File: src/rtl/digit_scan_pkg.sv
// Shared constants for the 7-segment scan driver: hex glyph table,
// segment bit order and counter width helper.
package digit_pkg;

  // Segment bit order within a glyph: {g,f,e,d,c,b,a}, a in bit 0
  localparam int unsigned SEG_A_BIT = 0;
  localparam int unsigned SEG_G_BIT = 6;
  localparam int unsigned SEG_W     = SEG_G_BIT - SEG_A_BIT + 1;

  // Active-high "all segments dark"
  localparam logic [SEG_W-1:0] SEG_OFF = 7'h00;

  // Active-high glyphs for 0..9, A, b, C, d, E, F
  localparam logic [SEG_W-1:0] HEX_SEG [16] = '{
    7'h3F, 7'h06, 7'h5B, 7'h4F, 7'h66, 7'h6D, 7'h7D, 7'h07,
    7'h7F, 7'h6F, 7'h77, 7'h7C, 7'h39, 7'h5E, 7'h79, 7'h71
  };

  // Bits needed to count 0..n-1, never less than one
  function automatic int unsigned cnt_w(input int unsigned n);
    return (n <= 2) ? 1 : $clog2(n);
  endfunction

endpackage

File: src/rtl/digit_scan_if.sv
// Bus-side bundle of the scan driver: capture/control inputs and display pins.
interface digit_scan_if
  import digit_pkg::*;
#(
  parameter int unsigned NUM_DIGITS = 4
);

  logic [4*NUM_DIGITS-1:0] digiti_data;
  logic                    digiti_load;
  logic [NUM_DIGITS-1:0]   digiti_blank;
  logic                    digiti_lzs;
  logic                    digiti_blink;
  logic [SEG_W-1:0]        digito_seg;
  logic [NUM_DIGITS-1:0]   digito_sel;
  logic                    digito_ack;

  modport master (
    output digiti_data, digiti_load, digiti_blank, digiti_lzs, digiti_blink,
    input  digito_seg, digito_sel, digito_ack
  );

  modport slave (
    input  digiti_data, digiti_load, digiti_blank, digiti_lzs, digiti_blink,
    output digito_seg, digito_sel, digito_ack
  );

endinterface

File: src/rtl/digit_scan_hex7_dec.sv
// Combinational nibble to active-high 7-segment glyph decoder.
module hex7_dec
  import digit_pkg::*;
(
  input  logic [3:0]       nib,
  output logic [SEG_W-1:0] seg
);

  // Table lookup of the glyph for the nibble
  always_comb begin
    seg = HEX_SEG[nib];
  end

endmodule

File: src/rtl/digit_scan.sv
// Time-multiplexed hex display driver with frame-synchronous update,
// per-digit blanking, leading-zero suppression and blink.
module digit_scan
  import digit_pkg::*;
#(
  parameter int unsigned NUM_DIGITS   = 4,
  parameter int unsigned SCAN_DIV     = 50000,
  parameter int unsigned BLANK_CYC    = 16,
  parameter int unsigned BLINK_FRAMES = 64,
  parameter bit          SEG_ACT_LOW  = 1'b0,
  parameter bit          SEL_ACT_LOW  = 1'b0
) (
  input  logic       clk,
  input  logic       rst,
  digit_scan_if.slave bus
);

  localparam int unsigned CNT_W = cnt_w(SCAN_DIV);
  localparam int unsigned IDX_W = cnt_w(NUM_DIGITS);
  localparam int unsigned FRM_W = cnt_w(BLINK_FRAMES);
  localparam int unsigned DAT_W = 4 * NUM_DIGITS;

  localparam logic [0:0] SLOT_BLANK = 1'b0;
  localparam logic [0:0] SLOT_DRIVE = 1'b1;

  localparam logic [SEG_W-1:0]      SEG_IDLE = SEG_ACT_LOW ? ~SEG_OFF : SEG_OFF;
  localparam logic [NUM_DIGITS-1:0] SEL_IDLE = SEL_ACT_LOW ? '1 : '0;

  logic [CNT_W-1:0]      cnt_q, cnt_d;
  logic [IDX_W-1:0]      idx_q, idx_d;
  logic [DAT_W-1:0]      shadow_q, shadow_d;
  logic [DAT_W-1:0]      display_q, display_d;
  logic                  pending_q, pending_d;
  logic                  ack_q, ack_d;
  logic [FRM_W-1:0]      frame_q, frame_d;
  logic                  blink_ph_q, blink_ph_d;
  logic [SEG_W-1:0]      seg_q, seg_d;
  logic [NUM_DIGITS-1:0] sel_q, sel_d;

  logic                  wrap;
  logic                  boundary;
  logic [0:0]            slot_phase;
  logic                  all_zero;
  logic [NUM_DIGITS-1:0] lz_mask;
  logic                  digit_off;
  logic [3:0]            cur_nib;
  logic [SEG_W-1:0]      cur_seg;
  logic [SEG_W-1:0]      seg_raw;
  logic [NUM_DIGITS-1:0] sel_raw;

  // Slot divider, slot index and the blank/drive phase of the upcoming cycle
  always_comb begin
    wrap     = (cnt_q == CNT_W'(SCAN_DIV - 1));
    boundary = wrap && (idx_q == IDX_W'(NUM_DIGITS - 1));
    cnt_d    = wrap ? '0 : cnt_q + 1'b1;
    idx_d    = idx_q;
    if (wrap) begin
      idx_d = (idx_q == IDX_W'(NUM_DIGITS - 1)) ? '0 : idx_q + 1'b1;
    end
    slot_phase = (cnt_d < CNT_W'(BLANK_CYC)) ? SLOT_BLANK : SLOT_DRIVE;
  end

  // Shadow capture and tear-free transfer to the display word at frame boundaries
  always_comb begin
    shadow_d  = shadow_q;
    display_d = display_q;
    pending_d = pending_q;
    ack_d     = 1'b0;
    if (bus.digiti_load) begin
      shadow_d  = bus.digiti_data;
      pending_d = 1'b1;
    end
    // A load landing on the boundary itself bypasses the shadow
    if (boundary) begin
      if (bus.digiti_load) begin
        display_d = bus.digiti_data;
        pending_d = 1'b0;
        ack_d     = 1'b1;
      end else if (pending_q) begin
        display_d = shadow_q;
        pending_d = 1'b0;
        ack_d     = 1'b1;
      end
    end
  end

  // Blink frame counter, free-running whether or not blink is enabled
  always_comb begin
    frame_d    = frame_q;
    blink_ph_d = blink_ph_q;
    if (boundary) begin
      if (frame_q == FRM_W'(BLINK_FRAMES - 1)) begin
        frame_d    = '0;
        blink_ph_d = ~blink_ph_q;
      end else begin
        frame_d = frame_q + 1'b1;
      end
    end
  end

  // Leading-zero mask: digit k is a leading zero when nibbles k..top are all zero
  always_comb begin
    lz_mask  = '0;
    all_zero = 1'b1;
    for (int unsigned i = 0; i < NUM_DIGITS; i++) begin
      all_zero = all_zero && (display_q[(NUM_DIGITS-1-i)*4 +: 4] == 4'h0);
      lz_mask[NUM_DIGITS-1-i] = all_zero;
    end
    lz_mask[0] = 1'b0;
  end

  // Current slot nibble; display cannot change during DRIVE, so the
  // registered index and word already describe the next drive cycle
  always_comb begin
    cur_nib = display_q[{idx_q, 2'b00} +: 4];
  end

  hex7_dec u_dec (
    .nib (cur_nib),
    .seg (cur_seg)
  );

  // Next output pin values, polarity applied last
  always_comb begin
    digit_off = bus.digiti_blank[idx_q]
              || (bus.digiti_lzs && lz_mask[idx_q])
              || (bus.digiti_blink && blink_ph_q);
    seg_raw   = SEG_OFF;
    sel_raw   = '0;
    if (slot_phase == SLOT_DRIVE) begin
      sel_raw = NUM_DIGITS'(1) << idx_q;
      if (!digit_off) begin
        seg_raw = cur_seg;
      end
    end
    seg_d = SEG_ACT_LOW ? ~seg_raw : seg_raw;
    sel_d = SEL_ACT_LOW ? ~sel_raw : sel_raw;
  end

  // State and output registers
  always_ff @(posedge clk or negedge rst) begin
    if (!rst) begin
      cnt_q      <= '0;
      idx_q      <= '0;
      shadow_q   <= '0;
      display_q  <= '0;
      pending_q  <= 1'b0;
      ack_q      <= 1'b0;
      frame_q    <= '0;
      blink_ph_q <= 1'b0;
      seg_q      <= SEG_IDLE;
      sel_q      <= SEL_IDLE;
    end else begin
      cnt_q      <= cnt_d;
      idx_q      <= idx_d;
      shadow_q   <= shadow_d;
      display_q  <= display_d;
      pending_q  <= pending_d;
      ack_q      <= ack_d;
      frame_q    <= frame_d;
      blink_ph_q <= blink_ph_d;
      seg_q      <= seg_d;
      sel_q      <= sel_d;
    end
  end

  assign bus.digito_seg = seg_q;
  assign bus.digito_sel = sel_q;
  assign bus.digito_ack = ack_q;

endmodule

File: src/flat_wrapper.sv
// flat-port wrapper written by rule: the top's interface ports become plain ports
module digit_scan_flat import digit_pkg::*;
#(
  parameter int unsigned NUM_DIGITS   = 4,
  parameter int unsigned SCAN_DIV     = 50000,
  parameter int unsigned BLANK_CYC    = 16,
  parameter int unsigned BLINK_FRAMES = 64,
  parameter bit          SEG_ACT_LOW  = 1'b0,
  parameter bit          SEL_ACT_LOW  = 1'b0
)
  (clk, rst, bus_digiti_data, bus_digiti_load, bus_digiti_blank, bus_digiti_lzs, bus_digiti_blink, bus_digito_seg, bus_digito_sel, bus_digito_ack);
  digit_scan_if #(.NUM_DIGITS(NUM_DIGITS)) bus_i ();
  input  logic clk;
  input  logic rst;
  input wire logic [$bits(bus_i.digiti_data)-1:0] bus_digiti_data;
  input wire logic [$bits(bus_i.digiti_load)-1:0] bus_digiti_load;
  input wire logic [$bits(bus_i.digiti_blank)-1:0] bus_digiti_blank;
  input wire logic [$bits(bus_i.digiti_lzs)-1:0] bus_digiti_lzs;
  input wire logic [$bits(bus_i.digiti_blink)-1:0] bus_digiti_blink;
  output wire logic [$bits(bus_i.digito_seg)-1:0] bus_digito_seg;
  output wire logic [$bits(bus_i.digito_sel)-1:0] bus_digito_sel;
  output wire logic [$bits(bus_i.digito_ack)-1:0] bus_digito_ack;
  assign bus_i.digiti_data = bus_digiti_data;
  assign bus_i.digiti_load = bus_digiti_load;
  assign bus_i.digiti_blank = bus_digiti_blank;
  assign bus_i.digiti_lzs = bus_digiti_lzs;
  assign bus_i.digiti_blink = bus_digiti_blink;
  assign bus_digito_seg = bus_i.digito_seg;
  assign bus_digito_sel = bus_i.digito_sel;
  assign bus_digito_ack = bus_i.digito_ack;
  digit_scan #(.NUM_DIGITS(NUM_DIGITS), .SCAN_DIV(SCAN_DIV), .BLANK_CYC(BLANK_CYC), .BLINK_FRAMES(BLINK_FRAMES), .SEG_ACT_LOW(SEG_ACT_LOW), .SEL_ACT_LOW(SEL_ACT_LOW)) u_core (.clk(clk), .rst(rst), .bus(bus_i));
endmodule
File: config.mk
export PLATFORM = sky130hd
export DESIGN_NAME = digit_scan_flat
export DESIGN_NICKNAME = d
export VERILOG_FILES = /design/src/rtl/digit_scan_pkg.sv /design/src/rtl/digit_scan_if.sv /design/src/rtl/digit_scan_hex7_dec.sv /design/src/rtl/digit_scan.sv /design/src/flat_wrapper.sv
export SDC_FILE = /design/constraint.sdc
export NUM_CORES = 1
export LEC_CHECK = 0
export ABC_AREA = 1
export CAP_MARGIN = 10
export CORE_AREA = 2 2 75 149
export DETAILED_ROUTE_END_ITERATION = 16
export DIE_AREA = 0 0 77 151
export PLACE_DENSITY = 0.5
export SYNTH_ARGS = -nofsm -noshare
export SYNTH_HDL_FRONTEND = slang
export SYNTH_SLANG_ARGS = --single-unit
File: constraint.sdc
create_clock -name clk -period 4.6 [get_ports clk]
set_input_delay 0.46 -clock clk [delete_from_list [all_inputs] [get_ports clk]]
set_output_delay 0.46 -clock clk [all_outputs]
set_load 0.02 [all_outputs]
* Word-level counts from Yosys, hierarchy flattened
Memories as Yosys holds them, arrays and structs flattened.
Index checks and enable logic that the tools add are counted.
Widths: inputs -> output; s select.
** Storage, ports and cells
- Bits in registers :: 70
- Bits in latches :: 0
- Memory bits (writable) :: 0
- Memory bits (read-only) :: 112
- Logic and storage cells :: 58
- Memories kept :: 1
** Memory list
- (no name shown) :: depth 16, bits a word 7, rd ports 1, clocked after memory_dff 0, write ports 0, RTL line digit_scan_hex7_dec.sv:11 : seg = HEX_SEG[nib];
** Cells by class
- $add $sub $neg :: 3
- Multipliers :: 0
- Div/mod/pow operators :: 0
- Magnitude comparators :: 3
- Equality and inequality tests :: 3
- Shifts and indexed selects :: 2
- Muxes and demuxes :: 21
- Bitwise gates (word level) :: 2
- Reduce and logical (&&, ||, !) cells :: 13
** Operators by type and width (count)
- $mux 16 :: 3
- $mux 7 :: 4
- $add 16x1->16 const B :: 1
- $eq 16x16->1 const B :: 1
- $lt 16x5->1 const B :: 1
- $shiftx 16x5->4 :: 1
- $logic_not 4->1 :: 3
- $mux 1 :: 9
- $add 6x1->6 const B :: 1
- $eq 6x6->1 const B :: 1
- $mux 6 :: 1
- $ge 5x5->1 const B :: 1
- $logic_and 1x1->1 :: 5
- $not 4->5 :: 1
- $bmux 1 s2 :: 2
- $mux 4 :: 1
- $reduce_and 2->1 :: 2
- $shl 1x2->4 const A :: 1
- $lt 2x3->1 const B :: 1
- $add 2x1->2 const B :: 1
- $eq 2x2->1 const B :: 1
- $logic_or 1x1->1 :: 2
- $mux 2 :: 1
- $reduce_bool 2->1 :: 1
- $not 1->1 :: 1

* Depth between registers and ports, before layout
- Word-level depth :: 10
- Depth in mapped cells :: 13

* By module
Synthesis repeated with hierarchy kept, for this count alone.
** Unflattened totals
- Cell total of the unflattened synthesis :: 487
- Area, all modules :: 3643.5 um2
** By module, submodules not included
- digit_scan :: times used 1, cells an instance 435, area each 3373.2 um2
- hex7_dec :: times used 1, cells an instance 52, area each 270.3 um2

* Worst setup path after synthesis
No wires, ideal clock.
- Kind :: register to register
- Start point :: reg u_core.idx_q[1]
- End point :: reg u_core.seg_q[0], in the netlist u_core.bus.digito_seg[0]
- Data arrival time :: 1659 ps
- Required time :: 4531 ps
- Path slack :: 2872 ps
- Stages on the path, launching flop included :: 12
- Buffers on the path :: 1
- Cell sequence :: dfrtp_1 > buf_2 > inv_1 > nand3_1 > nand2_1 > inv_1 > ha_1 > inv_1 > nor2_1 > o21ai_0 > nand3_1 > nor2_2
** On the way
- Longest elaborated chain between the ends :: 7
- Elaborated cells on any way between the ends :: 14
- Those cells by class :: 1 x shift; 8 x mux; 1 x bitwise; 3 x reduce/logical; 1 x memory
** RTL lines
- start: declaration :: RTL line digit_scan.sv:30 : logic [IDX_W-1:0] idx_q, idx_d;
- start signal: assignment :: RTL line digit_scan.sv:155 : idx_q <= idx_d;
- $shiftx 16x5->4 or $bmux 1 s2 (tied branches) :: RTL line digit_scan.sv:115, digit_scan.sv:126
- $not 4->5 (implied by the code) or $mux 1 (tied branches) :: RTL line digit_scan_hex7_dec.sv:11, digit_scan.sv:126
- $mem_v2 16x7 or $logic_and 1x1->1 (tied branches)
- $mux 7 (implied by the code) or $logic_or 1x1->1 (tied branches) :: RTL line digit_scan_hex7_dec.sv:11, digit_scan.sv:126
- $mux 7 (implied by the code) or $logic_or 1x1->1 (tied branches) :: RTL line digit_scan_hex7_dec.sv:11, digit_scan.sv:127
- $mux 7 (*) :: RTL line digit_scan.sv:132 : if (!digit_off) begin
- $mux 7 (*) :: RTL line digit_scan.sv:130 : if (slot_phase == SLOT_DRIVE) begin
- named net u_core.seg_d[0] :: RTL line digit_scan.sv:37 : logic [SEG_W-1:0] seg_q, seg_d;
- end signal: assignment :: RTL line digit_scan.sv:162 : seg_q <= seg_d;
- end: declaration :: RTL line digit_scan.sv:37
Mark *: on every way through the listed nets, which the timed path passes. The rest lies on a longest branch. The select of a mux whose other input is x is not followed.
A chain may end at the register's enable or synchronous reset.

* Worst setup path after layout
- Start point :: reg u_core.cnt_q[0]
- End point :: reg u_core.sel_q[3], in the netlist u_core.bus.digito_sel[3]
** On the way
- Longest elaborated chain between the ends :: 4
- Elaborated cells on any way between the ends :: 5
- Those cells by class :: 1 x add/sub; 1 x order compare; 1 x eq/ne; 2 x mux
** RTL lines
- start: declaration :: RTL line digit_scan.sv:29 : logic [CNT_W-1:0] cnt_q, cnt_d;
- start signal: assignment :: RTL line digit_scan.sv:154 : cnt_q <= cnt_d;
- $add 16x1->16 or $eq 16x16->1 (tied branches) :: RTL line digit_scan.sv:55, digit_scan.sv:53
- $mux 16 (*) :: RTL line digit_scan.sv:55 : cnt_d = wrap ? '0 : cnt_q + 1'b1;
- $lt 16x5->1 (*) :: RTL line digit_scan.sv:60 : slot_phase = (cnt_d < CNT_W'(BLANK_CYC)) ? SLOT_BLANK : SLOT_DRIVE;
- $mux 4 (*) :: RTL line digit_scan.sv:130
- named net u_core.sel_d[3] :: RTL line digit_scan.sv:38 : logic [NUM_DIGITS-1:0] sel_q, sel_d;
- end signal: assignment :: RTL line digit_scan.sv:163 : sel_q <= sel_d;
- end: declaration :: RTL line digit_scan.sv:38
Mark *: on every way through the listed nets, which the timed path passes. The rest lies on a longest branch.

==> results_dict.tcl <==
set metrics [dict create \
    status "finished clean" \
    first_iter_violations 101 \
    peakVddDrop_mv 0.202 \
    synthAdderAreaFrac_pct 3.83 \
    initial_core_util_pct 34.3 \
    drive_gt1_share_pct 7.28 \
    ys_warn_count 0 \
    path_clk_slew_ns 0.06 \
    maxCapViolCount 0 \
    slowest_stage "nor2_1" \
    netlist_instances 466 \
    yosysTopAreaCellShare_pct 48.7 \
    worst_slew_pin_slew_ns 0.991 \
    n_antenna_cell 0 \
    reg2reg_depth 9 \
    place_hpwl_mm 6.68 \
    setup_viol 0 \
    top_level_ports 37 \
    cp_slowest_stage_delay_ns 0.58 \
    synth_seq_cells 70 \
    tritoncts "built" \
    remaining_drc_errors 0 \
    ant_nets 0 \
    synth_top_family_by_area "simple AND/OR/NAND/NOR gates" \
    hold_viol_final 0 \
    path_class "reg2reg" \
    htreeDepth 3 \
    reg2reg_from "u_core.cnt_q[0]" \
    fp.coreArea_um2 10500 \
    critPathBufInv 0 \
    fin_crit_sh_pct 54.9 \
    cts_hold_buffers 0 \
    final_common_cell "nand2_1" \
    avgSynthCellArea_um2 7.71 \
    synth_compound_area_share_pct 5.08 \
    synth_area_leaders "dfrtp_1 49%, nand2_1 18%, nor2_1 5.3%" \
    max_freq_ghz 0.396 \
    worstPathMaxFanout 12 \
    grt_overflow 0 \
    synthXorXnorAreaFrac_pct 1.46 \
    grt_pass1_wl_mm 14.4 \
    route.vias.total 3012 \
    regToRegSetupSlack_ns 2.08 \
    relSlewSlack_pct 33.9 \
    r2r-end "u_core.bus.digito_sel[3]" \
    yosys.cell_types.count 27 \
    cp_data_required_time_ns 4.79 \
    end_kind "register" \
    grtUsageTotal_pct 16.0 \
    crit_top_cell "nor2_1" \
    synthSimpleGateAreaFrac_pct 33.5 \
    fp.dieW_um 77 \
    syn2layout_area_growth_pct 20.3 \
    placementRows 53 \
    grt_pass1_vias 3101 \
    worstSkewPairLatency_ns 0.33 \
    final_nets 539 \
    wire_per_inst_um 13.2 \
    root_buffer "clkbuf_16" \
    post_cts_resized 0 \
    gp_congestion 0.973 \
    post_cts_buffers 0 \
    antenna_found_initial 0 \
    rsz0062_at_grt "no" \
    cp_top_family "simple AND/OR/NAND/NOR gates" \
    cts_inserted_buffers 9 \
    die_area_um2 11600 \
    yosys.area.top_type "dfrtp_1" \
    portBuffers 36 \
    crit_arrival_ns 2.71 \
    via_per_inst 4.67 \
    fin_tns_setup_ns 0 \
    path_depth 9 \
    grt_max_degree 45 \
    p_total_mw 1.37 \
    ys_seq_area_share_pct 48.7 \
    power_leakage_nw 2.18 \
    dr.pass1.iters 4 \
    layout_common_cells "172 x nand2_1, 70 x dfrtp_1, 51 x nor2_1" \
    min_period_ns 2.52 \
    dieHeight_um 151 \
    whs_ns 0.291 \
    synth.cell_area_um2 3590 \
    synth_mux_area_share_pct 0 \
    cts_buffer_depth 2 \
    cts.sinks 70 \
    startpoint_type "register" \
    hold_class "in2async" \
    cellPowerDensity_nw_per_um2 317 \
    maxSlewViolCount 0 \
    finalWirelength_mm 8.54 \
    syn-num-nets 502 \
    path_cells "ha_1 -> nand2_2 -> nor2_4 -> nand3_1 -> nor2_1 -> nand3b_1 -> nand4_1 -> nor2_2 -> nor2_1" \
    fin_skew_ns 0.00819 \
]
[registers in the layout, summed over array words and instances, names as in the netlist]
signal                 flops
u_core.display_q          16
u_core.bus.digito_seg      7
u_core.shadow_q           16
u_core.blink_ph_q          1
u_core.frame_q             6
u_core.idx_q               2
u_core.pending_q           1
u_core.bus.digito_sel      4
u_core.bus.digito_ack      1
u_core.cnt_q              16
[cell usage after synthesis]
| master | count |
|---|---|
| nor2_2 | 7 |
| nor3_1 | 3 |
| nor2_4 | 4 |
| nand4_1 | 8 |
| a21oi_1 | 6 |
| o21bai_1 | 3 |
| clkbuf_1 | 3 |
| nand2_4 | 1 |
| o21ai_0 | 17 |
| inv_1 | 46 |
| buf_4 | 1 |
| nand2_2 | 4 |
| a21o_1 | 1 |
| nand3b_1 | 1 |
| nand3_1 | 34 |
| o211ai_1 | 3 |
| nand2_1 | 172 |
| buf_2 | 4 |
| dfrtp_1 | 70 |
| xor2_1 | 3 |
| nor2_1 | 51 |
| o31ai_1 | 2 |
| xnor2_1 | 3 |
| ha_1 | 11 |
| inv_2 | 4 |
| clkinv_2 | 1 |
| buf_6 | 3 |
[worst max path at each step]
| stage | slack (ns) | endpoint | from |
|---|---|---|---|
| 2_1_floorplan | 2.87 | u_core.bus.digito_seg[0] | u_core.idx_q[1] |
| 3_3_place_gp | 2.06 | u_core.display_q[14] | bus_digiti_load |
| 3_5_place_dp | 2.04 | u_core.bus.digito_sel[3] | u_core.cnt_q[0] |
| 4_1_cts | 2.03 | u_core.bus.digito_sel[3] | u_core.cnt_q[0] |
| 5_1_grt | 1.83 | u_core.bus.digito_sel[3] | u_core.cnt_q[0] |
| 6_report | 2.08 | u_core.bus.digito_sel[3] | u_core.cnt_q[0] |
[power breakdown]
part	total, mW	switching [mW]	internal [mW]
clock network	0.621	0.245	0.376
logic	0.100	0.0572	0.0430
registers	0.648	0.00898	0.639
total	1.37	0.311	1.06
[per-layer routing]
metal,vias to the layer above,wire length (µm),global-route usage (%)
li1,1522,-,-
met1,1406,3100,15.1
met2,57,4810,31.1
met3,27,216,2.56
met4,0,415,10.5
met5,-,0,0
[area by class of cell]
cell class | instances | area [µm²]
multi-input combinational | 334 | 1580
clock buffer | 12 | 246
timing repair buffer | 37 | 363
sequential | 70 | 1750
tap | 137 | 171
clock inverter | 4 | 22.5
inverter | 51 | 193
fill | 1165 | 6150
[logic make-up (layout without fill, tap and decap cells)]
group,count (synthesis),in the layout
AND/OR/NAND/NOR,285,285
flip-flops,70,70
buffers and inverters,62,104
AO/OA/AOI/OAI,32,32
adder cells (fa/ha/maj),11,11
XOR/XNOR,6,6
[through the flow]
step	cell area (µm²)	worst slack (ns)	instances	utilization, %
after detailed placement	4060	2.04	629	38.7
after CTS	4330	2.03	645	41.3
final	4330	2.08	645	41.3
after global routing	4330	1.83	645	41.3
after global placement	4060	2.06	629	38.7
after floorplan	3590	2.87	466	-
(Power assumes the default switching activity.)
==> edit, RTL diff (same flow settings) <==
`NUM_DIGITS` is set to 4 in 3 places; all go to 3.
--- a/src/rtl/digit_scan_if.sv
+++ b/src/rtl/digit_scan_if.sv
@@ -2,7 +2,7 @@
 interface digit_scan_if
   import digit_pkg::*;
 #(
-  parameter int unsigned NUM_DIGITS = 4
+  parameter int unsigned NUM_DIGITS = 3
 );
 
   logic [4*NUM_DIGITS-1:0] digiti_data;
--- a/src/rtl/digit_scan.sv
+++ b/src/rtl/digit_scan.sv
@@ -3,7 +3,7 @@
 module digit_scan
   import digit_pkg::*;
 #(
-  parameter int unsigned NUM_DIGITS   = 4,
+  parameter int unsigned NUM_DIGITS   = 3,
   parameter int unsigned SCAN_DIV     = 50000,
   parameter int unsigned BLANK_CYC    = 16,
   parameter int unsigned BLINK_FRAMES = 64,
--- a/src/flat_wrapper.sv
+++ b/src/flat_wrapper.sv
@@ -1,7 +1,7 @@
 // flat-port wrapper written by rule: the top's interface ports become plain ports
 module digit_scan_flat import digit_pkg::*;
 #(
-  parameter int unsigned NUM_DIGITS   = 4,
+  parameter int unsigned NUM_DIGITS   = 3,
   parameter int unsigned SCAN_DIV     = 50000,
   parameter int unsigned BLANK_CYC    = 16,
   parameter int unsigned BLINK_FRAMES = 64,
Ports: changed (resized bus_digiti_blank, bus_digiti_data and bus_digito_sel); port bits go from 37 to 31. The function was not compared with the original's and may differ.
==> edit against the original RTL <==
  * Final cell count down 7.6%
  * Synthesized area is 10% lower
  * Routed wire length is 13% lower
  * Highest routed layer unchanged
  * Combinational power decreased by 42%
  * Power is 4.9% lower
  * Worst hold slack better by 170 ps
  * Setup slack gained 550 ps
  * Final area down 7.7%
  * Sequential cell count shrank 9
==> edit: results <==
[run_status]
outcome = finished clean

[final_layout]
nets = 481
n_fill_cell = 1139
clk_share_pct = 7.84
seq_area_um2 = 1530
drive_gt1_share_pct = 11.5
reg_top3 = u_core.cnt_q: 16 flops, u_core.display_q: 12 flops, u_core.shadow_q: 12 flops
nClkBuffers = 13
multi_input_area_share_pct = 37.1
signal_buffers = 32
inverters = 50

[worst_setup_path]
crit_path_max_fanout = 5
arrival_ps = 2220
crit_start = u_core.idx_q[1]$_DFFE_PN0N_
rr_endpoint = u_core.bus.digito_seg[1]$_DFF_PN0_
slowest_stage = dfrtp_1
worst_r2r_path_depth = 10
cpPeakStageDelay_ps = 440
ff2ff_setup_slack_ps = 2630

[grt]
grtUsageMet3_pct = 3.04
grt_max_degree = 56
use_met2_pct = 29.3
use_met1_pct = 13.3
grt_pass1_wl_um = 12800
grt_pass1_vias = 2752

[worst_hold_path]
worstHoldPathType = register to register
hold_end = u_core.blink_ph_q$_DFFE_PN0P_

[sta]
clock-skew-final_ps = 10.5
fmax_mhz = 507
hold_ws_ps = 466

[yosys]
ys_ff_latch = 61
yosys-top-cells-count = nand2_1, dfrtp_1, inv_1
yosysSeqAreaShare_pct = 47.4
synth_nets = 443
synthFlopType = dfrtp_1
yosysUniqueCellTypes = 30
synth.area.top_cells = dfrtp_1, nand2_1, inv_1, nand3_1, nor2_1

[routing]
wl_met3_um = 209
drt-initial-drc-count = 91
wl_met1_um = 2660
wire_per_inst_um = 12.5
wl_met2_um = 4440
vias = 2641

[placed_design]
hpwl_um = 5900
place.gp.congestion = 0.818
placed_cell_area_um2 = 3670
portBuffers = 30

[clocking]
cts.clk_slew.worst_paths_ps = 60
clock_latency_ps = 330
cts_hold_buf = 1

[power]
leakage_uw = 0.00200
-- edit: stage by stage --
| step | cells | setup slack (ps) | utilization, % |
|---|---|---|---|
| 3_3_place_gp | 579 | 2520 | 35.0 |
| 3_5_place_dp | 579 | 2510 | 35.0 |
| 6_report | 596 | 2630 | 38.1 |
| 2_1_floorplan | 416 | 2910 | - |
| 4_1_cts | 596 | 2590 | 38.1 |
| 5_1_grt | 596 | 2410 | 38.1 |
-- edit: kinds of logic after synthesis --
| group | count (synthesis) | share of synthesized area, % |
|---|---|---|
| DFF | 61 | 47.4 |
| AOI/OAI and AO/OA | 28 | 5.28 |
| buffers and inverters | 55 | 6.72 |
| and+or+nand+nor | 259 | 36.3 |
| xor gates and xnor gates | 6 | 1.63 |
| adders and majority gates | 7 | 2.72 |
-- edit: report_power, final --
part,leakage [uW],switching [uW],internal (uW)
Sequential,0.000787,3.07,549
Combinational,0.00106,31.9,25.6
Clock,0.000152,230,462
Total,0.00200,265,1040
